**src/rtl/wb_dma_copy.sv**
```systemverilog
`default_nettype none
// ============================================================================
// Module   : wb_dma_copy
// Brief    : Wishbone classic initiator that copies a block of 32-bit words
//            through a one-word buffer, alternating single reads and writes.
//            Optional REQ-phase watchdog: define WB_DMA_COPY_TIMEOUT_EN.
// Revision : 1.0 - initial release
// ============================================================================
module wb_dma_copy #(
    parameter int LEN_W          = 16,
    parameter int TIMEOUT_CYCLES = 255
) (
    input  logic             clk_i,
    input  logic             rst_ni,
    input  logic             start_i,
    input  logic [31:0]      src_addr_i,
    input  logic [31:0]      dst_addr_i,
    input  logic [LEN_W-1:0] len_i,
    output logic             busy_o,
    output logic             done_o,
    output logic             err_o,
    output logic             cyc_o,
    output logic             stb_o,
    output logic [31:0]      adr_o,
    output logic             we_o,
    output logic [3:0]       sel_o,
    output logic [31:0]      dat_o,
    input  logic [31:0]      dat_i,
    input  logic             ack_i,
    input  logic             err_i
);

    localparam logic [2:0] c_st_idle   = 3'd0;
    localparam logic [2:0] c_st_rd_req = 3'd1;
    localparam logic [2:0] c_st_rd_gap = 3'd2;
    localparam logic [2:0] c_st_wr_req = 3'd3;
    localparam logic [2:0] c_st_wr_gap = 3'd4;

    logic [2:0]       r_state;
    logic [2:0]       w_state_nxt;

    logic [31:0]      r_src;
    logic [31:0]      r_dst;
    logic [31:0]      r_buf;
    logic [31:0]      r_adr;
    logic [LEN_W-1:0] r_count;
    logic             r_cyc;
    logic             r_we;
    logic             r_busy;
    logic             r_done;
    logic             r_err;

    logic [31:0]      w_src_nxt;
    logic [31:0]      w_dst_nxt;
    logic [31:0]      w_buf_nxt;
    logic [31:0]      w_adr_nxt;
    logic [LEN_W-1:0] w_count_nxt;
    logic             w_cyc_nxt;
    logic             w_we_nxt;
    logic             w_done_nxt;
    logic             w_err_nxt;

    logic             w_req;
    logic             w_tmo_hit;
    logic             w_abort;
    logic             w_unused_addr_bits;

    assign w_req              = (r_state == c_st_rd_req) || (r_state == c_st_wr_req);
    assign w_abort            = w_req && (err_i || w_tmo_hit);
    assign w_unused_addr_bits = ^{src_addr_i[1:0], dst_addr_i[1:0]};

`ifdef WB_DMA_COPY_TIMEOUT_EN
    localparam int c_tmo_w = ($clog2(TIMEOUT_CYCLES + 1) > 8) ? $clog2(TIMEOUT_CYCLES + 1) : 8;

    logic [c_tmo_w-1:0] r_tmo;

    // Counter restarts whenever a REQ state is left, so each request starts at zero.
    always_ff @(posedge clk_i) begin
        if (!rst_ni) begin
            r_tmo <= '0;
        end else if (w_req && (w_state_nxt == r_state)) begin
            r_tmo <= r_tmo + 1'b1;
        end else begin
            r_tmo <= '0;
        end
    end

    assign w_tmo_hit = w_req && !ack_i && !err_i &&
                       (r_tmo == c_tmo_w'(TIMEOUT_CYCLES - 1));
`else
    localparam int c_unused_timeout = TIMEOUT_CYCLES;
    assign w_tmo_hit = 1'b0;
`endif

    always_ff @(posedge clk_i) begin
        if (!rst_ni) begin
            r_state <= c_st_idle;
        end else begin
            r_state <= w_state_nxt;
        end
    end

    always_comb begin
        w_state_nxt = r_state;
        case (r_state)
            c_st_idle: begin
                if (start_i && (len_i != '0)) begin
                    w_state_nxt = c_st_rd_req;
                end
            end
            c_st_rd_req: begin
                if (w_abort) begin
                    w_state_nxt = c_st_idle;
                end else if (ack_i) begin
                    w_state_nxt = c_st_rd_gap;
                end
            end
            c_st_rd_gap: w_state_nxt = c_st_wr_req;
            c_st_wr_req: begin
                if (w_abort) begin
                    w_state_nxt = c_st_idle;
                end else if (ack_i) begin
                    w_state_nxt = c_st_wr_gap;
                end
            end
            c_st_wr_gap: begin
                w_state_nxt = (r_count == '0) ? c_st_idle : c_st_rd_req;
            end
            default: w_state_nxt = c_st_idle;
        endcase
    end

    always_comb begin
        w_src_nxt   = r_src;
        w_dst_nxt   = r_dst;
        w_buf_nxt   = r_buf;
        w_count_nxt = r_count;
        w_done_nxt  = 1'b0;
        w_err_nxt   = r_err;
        case (r_state)
            c_st_idle: begin
                if (start_i) begin
                    w_src_nxt   = {src_addr_i[31:2], 2'b00};
                    w_dst_nxt   = {dst_addr_i[31:2], 2'b00};
                    w_count_nxt = len_i;
                    w_err_nxt   = 1'b0;
                    w_done_nxt  = (len_i == '0);
                end
            end
            c_st_rd_req: begin
                if (w_abort) begin
                    w_err_nxt  = 1'b1;
                    w_done_nxt = 1'b1;
                end else if (ack_i) begin
                    w_buf_nxt = dat_i;
                    w_src_nxt = r_src + 32'd4;
                end
            end
            c_st_wr_req: begin
                if (w_abort) begin
                    w_err_nxt  = 1'b1;
                    w_done_nxt = 1'b1;
                end else if (ack_i) begin
                    w_dst_nxt   = r_dst + 32'd4;
                    w_count_nxt = r_count - 1'b1;
                end
            end
            c_st_wr_gap: begin
                w_done_nxt = (r_count == '0);
            end
            default: ;
        endcase

        // Bus outputs are decoded from the next state so they are registered.
        w_cyc_nxt = (w_state_nxt == c_st_rd_req) || (w_state_nxt == c_st_wr_req);
        w_we_nxt  = (w_state_nxt == c_st_wr_req);
        w_adr_nxt = r_adr;
        if (w_state_nxt == c_st_rd_req) begin
            w_adr_nxt = w_src_nxt;
        end else if (w_state_nxt == c_st_wr_req) begin
            w_adr_nxt = w_dst_nxt;
        end
    end

    always_ff @(posedge clk_i) begin
        if (!rst_ni) begin
            r_src   <= '0;
            r_dst   <= '0;
            r_buf   <= '0;
            r_adr   <= '0;
            r_count <= '0;
            r_cyc   <= 1'b0;
            r_we    <= 1'b0;
            r_busy  <= 1'b0;
            r_done  <= 1'b0;
            r_err   <= 1'b0;
        end else begin
            r_src   <= w_src_nxt;
            r_dst   <= w_dst_nxt;
            r_buf   <= w_buf_nxt;
            r_adr   <= w_adr_nxt;
            r_count <= w_count_nxt;
            r_cyc   <= w_cyc_nxt;
            r_we    <= w_we_nxt;
            r_busy  <= (w_state_nxt != c_st_idle);
            r_done  <= w_done_nxt;
            r_err   <= w_err_nxt;
        end
    end

    assign busy_o = r_busy;
    assign done_o = r_done;
    assign err_o  = r_err;
    assign cyc_o  = r_cyc;
    assign stb_o  = r_cyc;
    assign adr_o  = r_adr;
    assign we_o   = r_we;
    assign sel_o  = 4'hF;
    assign dat_o  = r_buf;

endmodule
`default_nettype wire

```
**config.mk**
```make
export PLATFORM = sky130hd
export DESIGN_NAME = wb_dma_copy
export DESIGN_NICKNAME = d
export VERILOG_FILES = /design/src/rtl/wb_dma_copy.sv
export SDC_FILE = /design/constraint.sdc
export NUM_CORES = 1
export LEC_CHECK = 0
export CORE_ASPECT_RATIO = 0.9
export CORE_UTILIZATION = 52
export CTS_BUF_LIST = sky130_fd_sc_hd__clkbuf_4
export CTS_CLUSTER_SIZE = 12
export DETAILED_ROUTE_END_ITERATION = 8
export PLACE_DENSITY = 0.84
export SETUP_SLACK_MARGIN = 0.5
export SYNTH_ARGS = -nofsm -noshare
export SYNTH_HDL_FRONTEND = slang
export SYNTH_SLANG_ARGS = --single-unit
```
**constraint.sdc**
```tcl
create_clock -name clk_i -period 2.8 [get_ports clk_i]
set_clock_uncertainty 0.2 [all_clocks]
set_input_delay 0.28 -clock clk_i [delete_from_list [all_inputs] [get_ports clk_i]]
set_output_delay 0.28 -clock clk_i [all_outputs]
set_load 0.02 [all_outputs]
```
==> flow_summary.yaml <==
grt:
  grt_first_pass_wirelength_um: 46900
  grt-ovfl-total: 0
  globalRouteTotalUtil_pct: 37.1
  antenna_found_initial: 2
  grt_max_degree: 42
  grt_pass1_vias: 9069
pwr:
  p_leak_nw: 4.61
  ir_drop_mv: 0.330
  p_int_mw: 3.65
  comb_power_share_pct: 29.8
  power_density_nw_per_um2: 452
  switchingPower_mw: 1.93
  netSwitchingFraction_pct: 34.6
  power_mw: 5.58
  pwr-share-seq_pct: 44.1
  p_clk_share_pct: 26.1
setup_path:
  path_max_fanout: 16
  cp.arrival_ns: 2.85
  cp-end-kind: "flop"
  slowest_delay_ns: 0.43
  cpMostUsedCell: "buf_4"
  cp_top_family: "simple AND/OR/NAND/NOR gates"
  crit_cells: 9
  cp_num_buf_inv: 4
  reg2reg_depth: 9
  crit_type: "reg -> reg"
  startpoint_type: "flop"
  cpMaxStageDelayCell: "dfxtp_4"
  cp.required_ns: 3.11
  cp_cell_sequence: "buf_4, nor4b_4, buf_4, buf_4, buf_6, nand2_1, o211ai_1, nor2_1, o31ai_2"
synth:
  synth_cells: 1041
  synth_area_leader_cell: "dfxtp_1"
  ys.flop_type: "dfxtp_1"
  syn-mean-instance-area_sq_um: 7.77
  ys_seq_area_share_pct: 37.6
  synth_top_area_share_pct: 37.6
  synth_edf_count: 0
  synth.distinct_cells: 87
  synth_most_common_cell: "nand2_1"
  synth-seq-cells: 152
  async_reset_ff_share_pct: 0
  synth_area_leaders: "dfxtp_1 38%, nand2_1 7.8%, nor2_1 4.9%"
  synth_common_cells: "169 x nand2_1, 152 x dfxtp_1, 105 x nor2_1"
  netlist_area_sq_um: 8090
  ys_warn_count: 0
cells_and_area:
  final_nets: 1458
  fill_cells: 880
  area_growth_pct: 52.9
  drive_gt1_share_pct: 25.8
  postLayoutCoreUtil_pct: 82.6
place:
  place_congestion: 0.943
  dp_slack_ns: -0.258
  io_buffers: 182
  hpwl_um: 20100
outcome:
  status: "finished, final reports clean"
detailed_routing:
  vias_per_cell: 6.61
  vias: 10239
  drt_pass1_iterations: 7
  drtIter0Drc: 1484
  routed_wirelength_um: 33900
  wl_per_cell_um: 21.9
  final_antenna_net_count: 0
  drc: 0
clock_network:
  cts_made_buffers: 17
  max-clock-path-buffers: 2
  cts_tree: "built"
  clk_pin_slew_ns: 0.15
  clockRootBuffer: "clkbuf_4"
  clkSinkCount: 152
  clock_latency_ns: 0.60
  h-tree-depth: 4
floorplanning:
  dieArea_sq_um: 16100
  ios: 191
  core_area_sq_um: 15000
  rows: 42
  die_y_um: 120
  start_util_pct: 54.0
  die_w_um: 133
timing:
  min_period_ns: 2.55
  fin_setup_tns_ns: 0
  period_share_pct: 91.0
  fmax_mhz: 393
  slew_headroom_pct: 49.6
  finalWorstSetupSlack_ns: 0.253
  hold_viol_final: 0
  drv_slew: 0
  fin_hold_ws_ns: 0.0309
  grt_setup_unrepaired: "yes"
  tightest_slew_ns: 0.747
  setup_violations: 0
flow_run:
  maxCapViolations: 0
worst_hold_path:
  hold_path_class: "in -> reg"
  hold_depth: 3
-- sequential cells by signal, indices dropped and copies added, names as in the netlist --
signal / cells
err_o: 1
cyc_o: 1
r_dst: 32
we_o: 1
r_state: 3
r_count: 16
adr_o: 32
r_src: 32
done_o: 1
busy_o: 1
dat_o: 32
-- what timing repair did --
item	in CTS	in global routing
hold buffers	13	0
gates cloned	2	0
endpoints found under the hold margin	13	0
resized for setup	98	90
pin swaps	18	30
setup buffers	30	30
setup endpoints to repair	68	58
-- through the flow --
stage / cells / area [sq um]
2_1_floorplan: 1044 / 8140
3_3_place_gp: 1441 / 10700
3_5_place_dp: 1441 / 10700
4_1_cts: 1518 / 11700
5_1_grt: 1549 / 12400
6_report: 1549 / 12400
-- tightest hold or removal path, delay by kind of cell --
family / cells / cell delay [ns]
AOI/OAI and AO/OA: 1 / 0.05
buffers and inverters: 1 / 0.40
and+or+nand+nor: 1 / 0.06
-- metal layers --
layer | track usage [%] | vias to the layer above | routed length (um)
li1 | - | 4408 | -
met1 | 48.0 | 4736 | 12500
met2 | 59.7 | 861 | 15500
met3 | 7.76 | 232 | 3880
met4 | 16.0 | 2 | 2000
met5 | 0 | - | 11
-- placed cells by master (no fill, tap or decap), types with 9 or more instances in the layout --
master	instances
clkdlybuf4s50_1	182
o31ai_1	12
dfxtp_1	122
nand3_1	50
a21oi_1	67
dfxtp_2	17
buf_4	139
o211ai_1	18
dfxtp_4	13
clkbuf_4	19
and3_1	13
inv_1	12
and2_1	33
nor4_2	11
a211oi_1	13
nand4_1	20
nor2_1	99
nand2_1	164
nor4_1	12
o21ai_0	24
mux2i_1	11
a31oi_1	14
nor3_1	19
buf_6	9
dlygate4sd3_1	13
-- final timing paths --
kind / startpoint / end / slack [ns]
worst max-delay path: r_state[0]$_SDFF_PN0_ / adr_o[16]$_SDFFE_PN0P_ / 0.25
worst min-delay path: dat_i[25] / dat_o[25]$_SDFFE_PN0P_ / 0.03
worst max register to register: r_state[0]$_SDFF_PN0_ / adr_o[16]$_SDFFE_PN0P_ / 0.25
worst min register to register: dat_o[11]$_SDFFE_PN0P_ / dat_o[11]$_SDFFE_PN0P_ / 0.26
-- cell families after synthesis --
logic type,Yosys count,share of synthesized area (%)
adders and majority gates,4,0.619
DFF,152,37.6
muxes,18,2.29
other,1,0.0464
and+or+nand+nor,506,31.4
xor gates and xnor gates,4,0.526
AOI/OAI and AO/OA,259,22.3
buffers and inverters,97,5.21
-- area by class of cell --
type / instances / area (sq um) / share of cell area, %
multi-input cells: 795 / 5330 / 43.1
repair buffers: 355 / 3320 / 26.9
flip-flops and latches: 152 / 3110 / 25.2
well taps: 198 / 248 / 2.00
clock buffers: 19 / 143 / 1.15
clock inverters: 13 / 143 / 1.15
inverters: 16 / 67.6 / 0.546
diodes: 1 / 2.50 / 0.0202
-- power by group through the flow --
stage	clock network [mW]	logic [mW]	registers (mW)
final	1.46	1.66	2.46
after detailed placement	0	1.31	2.49
after global placement	0	1.29	2.48
after global routing	1.54	1.74	2.47
after CTS	1.42	1.47	2.44
after floorplan	0	0.618	2.53
Power figures use the tool's default switching activity.
